## src/rtl/mio_bus_resp_if.sv

```systemverilog
// MIO request/response bundle between the CPU (master) and responder (slave).
// Carries mem_req/mem_w/addr/data_in down and data_out/MIO_ready back up.
interface mio_bus_resp_if;
  logic        mem_req;
  logic        mem_w;
  logic [31:0] addr;
  logic [31:0] data_in;
  logic [31:0] data_out;
  logic        MIO_ready;

  modport master (
    output mem_req,
    output mem_w,
    output addr,
    output data_in,
    input  data_out,
    input  MIO_ready
  );

  modport slave (
    input  mem_req,
    input  mem_w,
    input  addr,
    input  data_in,
    output data_out,
    output MIO_ready
  );
endinterface

```

## src/rtl/mio_bus_resp.sv

```systemverilog
// MIO bus responder: decodes CPU loads/stores to word RAM, GPIO, countdown timer.
// Ports: clk, reset (async low), bus (slave: req/w/addr/data_in -> data_out/
// MIO_ready), ram_addr/ram_din/ram_we/ram_dout, led_out, sw_in, cnt_done.
// Define MIO_BUS_ERR_EN to add a bus_err output flagging unmapped accesses.
module mio_bus_resp #(
  parameter int RAM_AW   = 10,
  parameter int RAM_WAIT = 2,
  parameter int LED_W    = 16,
  parameter int SW_W     = 16
) (
  input  logic              clk,
  input  logic              reset,
  mio_bus_resp_if.slave     bus,
  output logic [RAM_AW-1:0] ram_addr,
  output logic [31:0]       ram_din,
  output logic              ram_we,
  input  logic [31:0]       ram_dout,
  output logic [LED_W-1:0]  led_out,
  input  logic [SW_W-1:0]   sw_in,
  output logic              cnt_done
`ifdef MIO_BUS_ERR_EN
  ,
  output logic              bus_err
`endif
);

  typedef enum logic [1:0] {
    S_IDLE,
    S_WAIT,
    S_RESP
  } state_t;

  typedef enum logic [1:0] {
    R_RAM,
    R_GPIO,
    R_TMR,
    R_NONE
  } rgn_t;

  localparam logic [3:0] WAIT_INIT = 4'(RAM_WAIT - 1);

  state_t      state;
  rgn_t        rgn;
  rgn_t        cur_rgn;
  logic        cur_w;
  logic [3:0]  wcnt;
  logic        ready_q;
  logic        we_q;
  logic [31:0] dout_q;
  logic [31:0] rd_mux;
  logic [31:0] sw_ext;
  logic [31:0] tmr;
  logic        commit;
  logic        unused_ok;

  assign ram_addr      = bus.addr[RAM_AW+1:2];
  assign ram_din       = bus.data_in;
  assign ram_we        = we_q;
  assign bus.data_out  = dout_q;
  assign bus.MIO_ready = ready_q;
  assign cnt_done      = (tmr == '0);

  assign unused_ok = ^{bus.addr[27:RAM_AW+2], bus.addr[1:0]};

`ifdef MIO_BUS_ERR_EN
  // cur_rgn is stable through RESP, so this pulses exactly with MIO_ready.
  assign bus_err = ready_q & (cur_rgn == R_NONE);
`endif

  always_comb begin
    rgn = R_NONE;
    unique case (1'b1)
      (bus.addr[31:28] == 4'h0): rgn = R_RAM;
      (bus.addr[31:28] == 4'hE): rgn = R_GPIO;
      (bus.addr[31:28] == 4'hF): rgn = R_TMR;
      default:                   rgn = R_NONE;
    endcase
  end

  always_comb begin
    sw_ext = '0;
    sw_ext[SW_W-1:0] = sw_in;
  end

  always_comb begin
    rd_mux = '0;
    unique case (rgn)
      R_RAM:   rd_mux = ram_dout;
      R_GPIO:  rd_mux = sw_ext;
      R_TMR:   rd_mux = tmr;
      default: rd_mux = '0;
    endcase
  end

  always_ff @(posedge clk or negedge reset) begin
    if (!reset) begin
      state   <= S_IDLE;
      wcnt    <= '0;
      ready_q <= 1'b0;
      we_q    <= 1'b0;
      dout_q  <= '0;
      cur_rgn <= R_NONE;
      cur_w   <= 1'b0;
    end else begin
      ready_q <= 1'b0;
      we_q    <= 1'b0;
      unique case (state)
        S_IDLE: begin
          if (bus.mem_req) begin
            cur_rgn <= rgn;
            cur_w   <= bus.mem_w;
            if (rgn == R_RAM) begin
              state <= S_WAIT;
              wcnt  <= WAIT_INIT;
            end else begin
              state   <= S_RESP;
              ready_q <= 1'b1;
              dout_q  <= rd_mux;
            end
          end
        end
        S_WAIT: begin
          if (wcnt == '0) begin
            state   <= S_RESP;
            ready_q <= 1'b1;
            we_q    <= cur_w;
            dout_q  <= ram_dout;
          end else begin
            wcnt <= wcnt - 4'd1;
          end
        end
        S_RESP:  state <= S_IDLE;
        default: state <= S_IDLE;
      endcase
    end
  end

  // IO stores take effect on the edge that ends the response cycle.
  assign commit = (state == S_RESP) & cur_w;

  always_ff @(posedge clk or negedge reset) begin
    if (!reset) begin
      led_out <= '0;
    end else if (commit && cur_rgn == R_GPIO) begin
      led_out <= bus.data_in[LED_W-1:0];
    end
  end

  // A load wins over the decrement on the same edge.
  always_ff @(posedge clk or negedge reset) begin
    if (!reset) begin
      tmr <= '0;
    end else if (commit && cur_rgn == R_TMR) begin
      tmr <= bus.data_in;
    end else if (tmr != '0) begin
      tmr <= tmr - 32'd1;
    end
  end

endmodule

```

## src/flat_wrapper.sv

```systemverilog
// flat-port wrapper written by rule: the top's interface ports become plain ports
module mio_bus_resp_flat 
#(
  parameter int RAM_AW   = 10,
  parameter int RAM_WAIT = 2,
  parameter int LED_W    = 16,
  parameter int SW_W     = 16
)
  (clk, reset, ram_addr, ram_din, ram_we, ram_dout, led_out, sw_in, cnt_done, bus_mem_req, bus_mem_w, bus_addr, bus_data_in, bus_data_out, bus_MIO_ready);
  mio_bus_resp_if bus_i ();
  input  logic clk;
  input  logic reset;
  output logic [RAM_AW-1:0] ram_addr;
  output logic [31:0] ram_din;
  output logic ram_we;
  input  logic [31:0] ram_dout;
  output logic [LED_W-1:0] led_out;
  input  logic [SW_W-1:0] sw_in;
  output logic cnt_done;
  input wire logic [$bits(bus_i.mem_req)-1:0] bus_mem_req;
  input wire logic [$bits(bus_i.mem_w)-1:0] bus_mem_w;
  input wire logic [$bits(bus_i.addr)-1:0] bus_addr;
  input wire logic [$bits(bus_i.data_in)-1:0] bus_data_in;
  output wire logic [$bits(bus_i.data_out)-1:0] bus_data_out;
  output wire logic [$bits(bus_i.MIO_ready)-1:0] bus_MIO_ready;
  assign bus_i.mem_req = bus_mem_req;
  assign bus_i.mem_w = bus_mem_w;
  assign bus_i.addr = bus_addr;
  assign bus_i.data_in = bus_data_in;
  assign bus_data_out = bus_i.data_out;
  assign bus_MIO_ready = bus_i.MIO_ready;
  mio_bus_resp #(.RAM_AW(RAM_AW), .RAM_WAIT(RAM_WAIT), .LED_W(LED_W), .SW_W(SW_W)) u_core (.clk(clk), .reset(reset), .bus(bus_i), .ram_addr(ram_addr), .ram_din(ram_din), .ram_we(ram_we), .ram_dout(ram_dout), .led_out(led_out), .sw_in(sw_in), .cnt_done(cnt_done));
endmodule
```

## config.mk

```make
export PLATFORM = sky130hd
export DESIGN_NAME = mio_bus_resp_flat
export DESIGN_NICKNAME = d
export VERILOG_FILES = /design/src/rtl/mio_bus_resp_if.sv /design/src/rtl/mio_bus_resp.sv /design/src/flat_wrapper.sv
export SDC_FILE = /design/constraint.sdc
export NUM_CORES = 1
export LEC_CHECK = 0
export CAP_MARGIN = 20
export CORE_ASPECT_RATIO = 1.2
export CORE_MARGIN = 3
export CORE_UTILIZATION = 40
export CTS_CLUSTER_SIZE = 10
export DETAILED_ROUTE_END_ITERATION = 6
export DONT_BUFFER_PORTS = 1
export PLACE_DENSITY = 0.61
export SYNTH_ARGS = -nofsm -noshare
export SYNTH_HDL_FRONTEND = slang
export SYNTH_SLANG_ARGS = --single-unit
export TNS_END_PERCENT = 1
```

## constraint.sdc

```tcl
create_clock -name clk -period 4.2 [get_ports clk]
set_input_delay 0 -clock clk [delete_from_list [all_inputs] [get_ports clk]]
set_output_delay 0 -clock clk [all_outputs]
set_load 0.05 [all_outputs]
```

==> flow_summary.toml, run 1 <==
[floorplan]
chipWidth_um = 108.1
placement_rows = 44
die_h_um = 128.5
top_level_ports = 209
dieArea_mm2 = 0.01389
core_mm2 = 0.01217
initial_core_util = 0.4111

[global_route]
grt_max_degree = 92
grt_pass1_wl_mm = 20.69
grt_use_total = 0.1879
grt_pass1_vias = 3987
antenna_found_initial = 0
grt_overflow = 0

[cts]
path_clk_slew_ps = 60
cts_resized = 0
cts_root_buffer = "clkbuf_16"
clock_sinks = 91
clk_latency_ps = 340
numCtsBuffers = 9
cts_tree = "built"
clockBufferDepth = 2
htreeDepth = 3

[layout]
areaGrowthSynthToFinish_pct = 16.13
drive_above_1_share = 0.1379
antennaDiodeCount = 0
final_area_mm2 = 0.005809
nNetsFinal = 667

[detailed_routing]
wirelength_mm = 13.00
dr.pass1.iters = 5
vias = 3881
wire_per_inst_um = 18.26
vias_per_cell = 5.451
drc = 0
drt_iter0_drc = 228
final_antenna_net_count = 0

[critical_path]
r2r_cells = 7
critPathCaptureType = "flop"
crit_type = "flop to flop"
path_cells = "inv_1 > ha_1 > or4b_4 > nor2_2 > and4_1 > or2_4 > o21ai_0"
crit_buf_inv = 1
crit_family = "simple AND/OR/NAND/NOR gates"
max_stage_delay_ps = 530
cp-start-kind = "flop"
timing.rr.start = "u_core.tmr[0]$_DFFE_PN0P_"
path_max_fanout = 23
worstPathRequired_ps = 4400
r2r_end = "u_core.tmr[2]$_DFFE_PN0P_"
cp-startpoint = "u_core.tmr[0]$_DFFE_PN0P_"
cp_slowest_cell = "or4b_4"
crit_arrival_ps = 3060
r2r_slack_ps = 1340

[synthesis]
synth_flop_cell = "dfrtp_1"
ys_ff_latch = 91
synth.avg_cell_area_um2 = 9.456
synth-seq-area-share = 0.4557
netlist_instances = 529
synth_edf_count = 0
yosysTopAreaCellShare = 0.4452
syn_area_mm2 = 0.005002
ys_warn_count = 0
async_flop_share = 1.000
yosys-top-cells-area = "dfrtp_1 (45%), buf_4 (6.3%), nor2_1 (5.2%)"
synth_cell_types = 47
synth.net_count = 650
synth_area_leader_cell = "dfrtp_1"

[timing]
finalHoldViolations = 0
hold-worst-slack_ps = 0.01969
timing.setup.tns_ps = 0
rsz0062_at_grt = "no"
clock.fmax_mhz = 349.6
timing.final.crit_share = 0.6810
skew_ps = 6.285
finalSetupViolCount = 0
slew_viol_final = 0
worst_pin_slew_ps = 760.1
min_period_ps = 2860
slew_headroom = 0.4922

[place]
gp_congestion = 0.8113
port_buffers = 0
hpwl_mm = 8.886
placed_cell_area_mm2 = 0.004805

[pwr]
cellLeakagePower_uw = 0.002187
power_density_mw_per_mm2 = 753.4
power.total_uw = 4377
peakVddDrop_mv = 0.3160

[run]
cap_violations = 0

[worst_hold_path]
whs_endpoint = "ram_din[1]"
hold_path.class = "input pin to output pin"
min_from = "bus_data_in[1]"
min_path_cells = 0

[outcome]
status = "completed"
[sequential cells by signal, summed over array words and instances (netlist names)]
signal and count:
u_core.cur_rgn 2, u_core.led_out 16, u_core.ram_we 1, u_core.bus.data_out 32, u_core.cur_w 1, u_core.wcnt 4
u_core.bus.MIO_ready 1, u_core.state 2, u_core.tmr 32
[placed cells by master, fill, tap and decap left out, types with 3 or more instances in the layout]
cell / Yosys / layout
a22oi_1: 16 / 16
nand4_1: 8 / 8
nor2_1: 69 / 69
nand4b_1: 3 / 3
dfrtp_1: 89 / 89
xnor2_1: 11 / 11
or4_1: 5 / 5
o31ai_1: 3 / 3
a21oi_1: 35 / 35
buf_4: 42 / 7
o21ai_0: 10 / 9
a31oi_1: 16 / 16
mux2_2: 18 / 18
nand3_1: 20 / 20
clkbuf_16: 0 / 9
nand3b_1: 3 / 3
xor2_1: 17 / 17
ha_1: 5 / 5
inv_1: 7 / 7
nand2_1: 55 / 55
dlygate4sd3_1: 0 / 69
nand2b_1: 3 / 3
nor3_1: 8 / 8
o21ai_2: 20 / 20
mux2i_1: 4 / 4
nor3b_2: 1 / 3
nor4_1: 6 / 6
[layer usage]
metal	vias up	GRT usage	part of all wire
met2	128	0.3034	0.48
met5	-	0	0
li1	1846	-	-
met4	0	0.06612	0.023
met1	1879	0.2474	0.44
met3	28	0.04466	0.062
[where the power goes]
group | internal (uW) | leakage (uW) | total [uW] | switching, uW
combinational | 502 | 0.000981 | 1030 | 531
clock | 401 | 0.000128 | 748 | 347
sequential | 1290 | 0.00108 | 2600 | 1300
[cell families (layout without fill, tap and decap cells)]
group                      count (synthesis)  after routing  share of synthesized area
and+or+nand+nor                          198            198                     0.1949
AOI/OAI and AO/OA                        106            106                     0.1391
DFF                                       91             91                     0.4557
buffers and inverters                     79            101                     0.1003
xor gates and xnor gates                  28             28                    0.04902
muxes                                     22             22                    0.04852
adders and majority gates                  5              5                    0.01251
[through the flow]
step / std cells / worst slack [ps] / utilization
after floorplan: 529 / 1936 / -
after global placement: 625 / 1405 / 0.3949
final: 712 / 1340 / 0.4775
after detailed placement: 625 / 1321 / 0.3949
after global routing: 712 / 1140 / 0.4775
after CTS: 711 / 1285 / 0.4762
[synthesized netlist by cell type (all sizes together) (2+ instances only)]
library cell	number
a21oi	35
a22oi	16
a31oi	16
buf	50
clkbuf	22
dfrtp	89
dfstp	2
ha	5
inv	7
mux2	18
mux2i	4
nand2	55
nand2b	3
nand3	20
nand3b	3
nand4	8
nand4b	3
nor2	70
nor2b	3
nor3	8
nor3b	5
nor4	8
o21ai	30
o31ai	3
or4	7
xnor2	11
xor2	17
[worst max-delay path by stage]
stage	slack [ps]	cells past startpoint	endpoint
after floorplan	1940	9	u_core.tmr[23]$_DFFE_PN0P_
after global placement	1400	7	u_core.tmr[2]$_DFFE_PN0P_
after detailed placement	1320	7	u_core.tmr[28]$_DFFE_PN0P_
after CTS	1290	7	u_core.tmr[28]$_DFFE_PN0P_
after global routing	1140	7	u_core.tmr[28]$_DFFE_PN0P_
final	1340	7	u_core.tmr[2]$_DFFE_PN0P_
[cell type report]
type | count | area (um2)
timing repair buffer | 78 | 785.8
inverter | 7 | 26.28
fill | 1144 | 6357
clock buffer | 10 | 229.0
sequential | 91 | 2280
multi-input combinational | 359 | 2245
tap | 161 | 201.4
clock inverter | 6 | 42.54
[what timing repair did]
action                     CTS  global route
hold buffers                70             0
hold endpoints to repair   173             0
buffers inserted             0             0
setup endpoints to repair    0             0
Power figures use the tool's default switching activity.
==> inputs of run 2 (changes only) <==
- clock period: 4.2 -> 2.9 ns (I/O delays scaled with it)
==> run 2 against run 1 <==
Against the previous run: register-to-register slack got worse by 840 ps; total power up 46%; combinational power rose by 49%; worst setup slack lost 840 ps; hold slack barely moved; global-route usage grew 0.31 points; routed wire length grew 0.33%; utilization grew 0.74 points; critical path depth is the same; cell count up 1.4%; flip-flop and latch count did not move; non-clock buffer count increased by 9; critical endpoint is now u_core.tmr[29]$_DFFE_PN0P_; largest power group unchanged; highest routed layer unchanged.
==> flow_summary.toml, run 2 (same netlist as run 1, synthesis figures left out) <==
[critical_path]
crit_arrival_ps = 2600
max_stage_delay_ps = 530
cp-startpoint = "u_core.tmr[0]$_DFFE_PN0P_"
path_max_fanout = 23
cp_slowest_cell = "or4b_4"
critPathCaptureType = "flop"
r2r_end = "u_core.tmr[29]$_DFFE_PN0P_"
cp-start-kind = "flop"
worstPathRequired_ps = 3100
path_cells = "inv_1 > ha_1 > or4b_4 > nor2_2 > and4_1 > or2_4 > o21ai_0"
r2r_slack_ps = 500
timing.rr.start = "u_core.tmr[0]$_DFFE_PN0P_"
crit_type = "flop to flop"
r2r_cells = 7

[detailed_routing]
wire_per_inst_um = 18.07
vias_per_cell = 5.443
drc = 0
wl_met3_um = 831
final_antenna_net_count = 0
wl_met1_mm = 5.567
top_layer = "met4"
dr_wl_met2_mm = 6.325
dr.pass1.iters = 4
wirelength_mm = 13.05
drt_iter0_drc = 261
vias = 3930

[place]
port_buffers = 0
hpwl_mm = 9.212
pre_cts_slack_ps = 494.6
gp_congestion = 0.8209

[layout]
areaGrowthSynthToFinish_pct = 17.93
drive_above_1_share = 0.1536
layout_commonest_cell = "dfrtp_1"
nNetsFinal = 676
final_cell_mix = "dfrtp_1 (89), nor2_1 (69), dlygate4sd3_1 (69)"

[worst_hold_path]
min_from = "bus_data_in[1]"
min_path_cells = 0
whs_endpoint = "ram_din[1]"
hold_path.class = "input pin to output pin"

[floorplan]
core_mm2 = 0.01217
placement_rows = 44
top_level_ports = 209
dieArea_mm2 = 0.01389
chipWidth_um = 108.1
initial_core_util = 0.4111
die_h_um = 128.5

[cts]
clockBufferDepth = 2
clock_sinks = 91
numCtsBuffers = 9
htreeDepth = 3
clk_latency_ps = 340
cts_tree = "built"
postCtsSetupBuffers = 0
cts_root_buffer = "clkbuf_16"
path_clk_slew_ps = 70

[pwr]
peakVddDrop_mv = 0.4277
cellLeakagePower_uw = 0.002251
power_density_mw_per_mm2 = 1085

[global_route]
grt_max_degree = 92
grt_pass1_vias = 4016
grt_use_total = 0.1910
grt_overflow = 0
grt_pass1_wl_mm = 20.73
antenna_found_initial = 0

[timing]
clock.fmax_mhz = 417.5
worst_pin_slew_ps = 873.2
slew_headroom = 0.4157
timing.final.crit_share = 0.8260
rsz0062_at_grt = "no"
slew_viol_final = 0
timing.setup.tns_ps = 0
finalSetupViolCount = 0
fin_ws_ps = 504.7
skew_ps = 4.570
finalHoldViolations = 0
min_period_ps = 2395

[run]
cap_violations = 0

[outcome]
status = "completed"
## run 2: final cells by class
class	count	area, um2
clock buffer	10	239.0
fill	1156	6267
clock inverter	6	40.04
sequential	91	2280
timing repair buffer	87	865.8
tap	161	201.4
inverter	7	26.28
antenna	1	2.502
multi-input combinational	359	2245
## run 2: power by group
group	switching [uW]	internal, uW
sequential	1880	1870
clock	506	605
combinational	778	755
## run 2: worst max-delay path, delay by kind of cell, from the launching register on
kind | cells | cell delay, ps
and+or+nand+nor | 4 | 1320
DFF | 1 | 440
adders and majority gates | 1 | 200
AOI/OAI and AO/OA | 1 | 160
buffers and inverters | 1 | 120
## run 2: repair_timing
action,4_1_cts,5_1_grt
hold buffers,70,0
gates resized for setup,0,0
endpoints found under the hold margin,174,0
## run 2: metrics by stage
| stage | power (uW) | utilization | hold WS, ps | area, um2 | instances |
|---|---|---|---|---|---|
| 5_1_grt | 6781 | 0.4847 | 0.04690 | 5897 | 721 |
| 6_report | 6399 | 0.4849 | 0.01953 | 5899 | 722 |
| 4_1_cts | 6437 | 0.4824 | 0.3409 | 5869 | 720 |
| 3_5_place_dp | 5197 | 0.4005 | -291.5 | 4872 | 634 |
| 2_1_floorplan | 4913 | - | -295.6 | 5002 | 529 |
| 3_3_place_gp | 5115 | 0.4005 | -292.9 | 4872 | 634 |
## run 2: metal layers
layer,up-vias,GRT usage
met5,-,0
met2,140,0.3060
li1,1855,-
met1,1905,0.2483
met4,0,0.07355
met3,30,0.04967
## run 2: how the worst max path moves through the flow
stage / to / depth (start not counted)
2_1_floorplan: u_core.tmr[23]$_DFFE_PN0P_ / 9
3_3_place_gp: u_core.tmr[2]$_DFFE_PN0P_ / 7
3_5_place_dp: u_core.tmr[29]$_DFFE_PN0P_ / 7
4_1_cts: cnt_done / 7
5_1_grt: u_core.tmr[28]$_DFFE_PN0P_ / 7
6_report: u_core.tmr[29]$_DFFE_PN0P_ / 7
==> inputs of run 3 (changes only) <==
- PLACE_DENSITY: 0.61 -> 0.63
- clock period: 2.9 -> 2.1 ns (I/O delays scaled with it)
==> run 3 against run 2 <==
Against the previous run: first-iteration DRC count decreased by 2.7%; the run now ends with negative hold slack, negative setup slack left; die area unchanged; sequential power increased by 33%; utilization increased by 3.0 points; count of clock-buffer cells in the layout decreased by 1; hold slack got worse by 650 ps; critical path type is now flop to output pin; via count increased by 4.2%; total power increased by 49%.
==> flow_summary.toml, run 3 (same netlist as run 1, synthesis figures left out) <==
[detailed_routing]
drc = 0
dr.pass1.iters = 5
wirelength_mm = 13.80
vias_per_cell = 5.426
vias = 4097
wire_per_inst_um = 18.28
drt_iter0_drc = 254
final_antenna_net_count = 0

[floorplan]
top_level_ports = 209
core_mm2 = 0.01217
die_h_um = 128.5
placement_rows = 44
dieArea_mm2 = 0.01389
initial_core_util = 0.4111
chipWidth_um = 108.1

[critical_path]
r2r_cells = 7
timing.rr.start = "u_core.tmr[27]$_DFFE_PN0P_"
worstPathRequired_ps = 2100
r2r_end = "u_core.tmr[0]$_DFFE_PN0P_"
crit_arrival_ps = 2100
cp-start-kind = "flop"
r2r_slack_ps = 30
crit_type = "flop to output pin"
path_max_fanout = 4
critPathCaptureType = "output pin"

[timing]
finalSetupViolCount = 1
min_period_ps = 2104
slew_headroom = 0.6116
rsz0062_at_grt = "yes"
hold-worst-slack_ps = -648.3
timing.final.crit_share = 1.002
clock.fmax_mhz = 475.2
slew_viol_final = 0
worst_pin_slew_ps = 582.6
finalHoldViolations = 91
fin_ws_ps = -4.344
skew_ps = 7.841

[cts]
cts_tree = "built"
path_clk_slew_ps = 70
hold_buffers = 68
cts_root_buffer = "clkbuf_16"
clockBufferDepth = 2
clk_latency_ps = 340
htreeDepth = 3
numCtsBuffers = 9
clock_sinks = 91

[global_route]
grt_overflow = 0
grt.met1_usage = 0.2554
grt_pass1_vias = 4286
grt_use_total = 0.1975
antenna_found_initial = 0
grt_busiest_layer = "met2"
grt_use_met2 = 0.3232
grt_max_degree = 92
grt_pass1_wl_mm = 21.67
grtUsageMet3 = 0.05068

[pwr]
power_density_mw_per_mm2 = 1522
peakVddDrop_mv = 0.6882
cellLeakagePower_uw = 0.002436

[worst_hold_path]
hold_path.class = "input pin to asynchronous set/reset pin"

[outcome]
violations = "negative hold slack, negative setup slack"
status = "complete, but fails checks"

[place]
port_buffers = 0
hpwl_mm = 9.558
pre_cts_slack_ps = -5.763
gp_congestion = 0.8673

[layout]
final_cell_mix = "dfrtp_1 (89), nor2_1 (69), dlygate4sd3_1 (68)"
drive_above_1_share = 0.2189
areaGrowthSynthToFinish_pct = 25.19
antennaDiodeCount = 0
nNetsFinal = 710
layout_commonest_cell = "dfrtp_1"

[run]
cap_violations = 0
-- run 3: cell count changes in the layout (fill, tap and decap cells not counted), moves of 2 or more --
| cell | delta |
|---|---|
| clkinv_2 | -2 |
| buf_4 | +30 |
| bufinv_16 | +2 |
| buf_12 | +4 |
| inv_1 | -2 |
| buf_16 | -2 |
| buf_6 | +2 |
| inv_2 | +2 |
-- run 3: what timing repair did --
item,4_1_cts,5_1_grt
resized for setup,9,6
endpoints found under the hold margin,173,91
endpoints found under the setup margin,2,12
setup buffers,5,2
pin swaps,1,3
-- run 3: critical path, stage by stage (launching register included) --
cell and delay (ps):
dfrtp_1 400, or4_1 570, nor2_1 260, and4_4 280, buf_6 120, buf_8 140
-- run 3: how the worst max path moves through the flow --
| stage | startpoint | end | slack, ps | cells past startpoint |
|---|---|---|---|---|
| floorplan | u_core.tmr[20]$_DFFE_PN0P_ | u_core.tmr[23]$_DFFE_PN0P_ | -110 | 7 |
| global placement | u_core.tmr[12]$_DFFE_PN0P_ | u_core.tmr[1]$_DFFE_PN0P_ | 50 | 6 |
| detailed placement | u_core.tmr[0]$_DFFE_PN0P_ | u_core.tmr[1]$_DFFE_PN0P_ | -6 | 8 |
| CTS | u_core.tmr[27]$_DFFE_PN0P_ | cnt_done | 20 | 5 |
| global route | u_core.tmr[1]$_DFFE_PN0P_ | u_core.tmr[31]$_DFFE_PN0P_ | -30 | 6 |
| finish | u_core.tmr[27]$_DFFE_PN0P_ | cnt_done | -4 | 5 |
-- run 3: metrics by stage --
stage,TNS (ps),total power [uW],utilization,std cells,area (um2)
finish,-4.344,9531,0.5147,755,6262
global route,-67.02,10030,0.5147,755,6262
CTS,0,9520,0.5116,753,6225
detailed placement,-5.763,7554,0.4235,664,5152
global placement,0,7417,0.4235,664,5152
floorplan,-2212,6787,-,529,5007
-- run 3: metal layers --
metal  share of wire  wire, um  vias to the layer above
met3           0.054       746                       22
met2            0.49      6724                      139
li1                -         -                     1927
met4           0.023       324                        0
met1            0.44      6003                     2009
met5               0         0                        -
-- run 3: final cells by class --
type                            instances  area, um2
Fill cell                            1083       5904
Multi-Input combinational cell        359       2287
Sequential cell                        91       2280
Timing Repair Buffer                  121       1144
Clock buffer                            9      225.2
Tap cell                              161      201.4
Clock inverter                          7      98.84
Inverter                                7      26.28
-- run 3: power breakdown --
part           total, uW  internal, uW  leakage (uW)  switching, uW
Sequential          5000          2590       0.00108           2410
Clock               1790          1050      0.000156            734
Combinational       2750          1370       0.00120           1380
Total               9530          5010       0.00244           4520
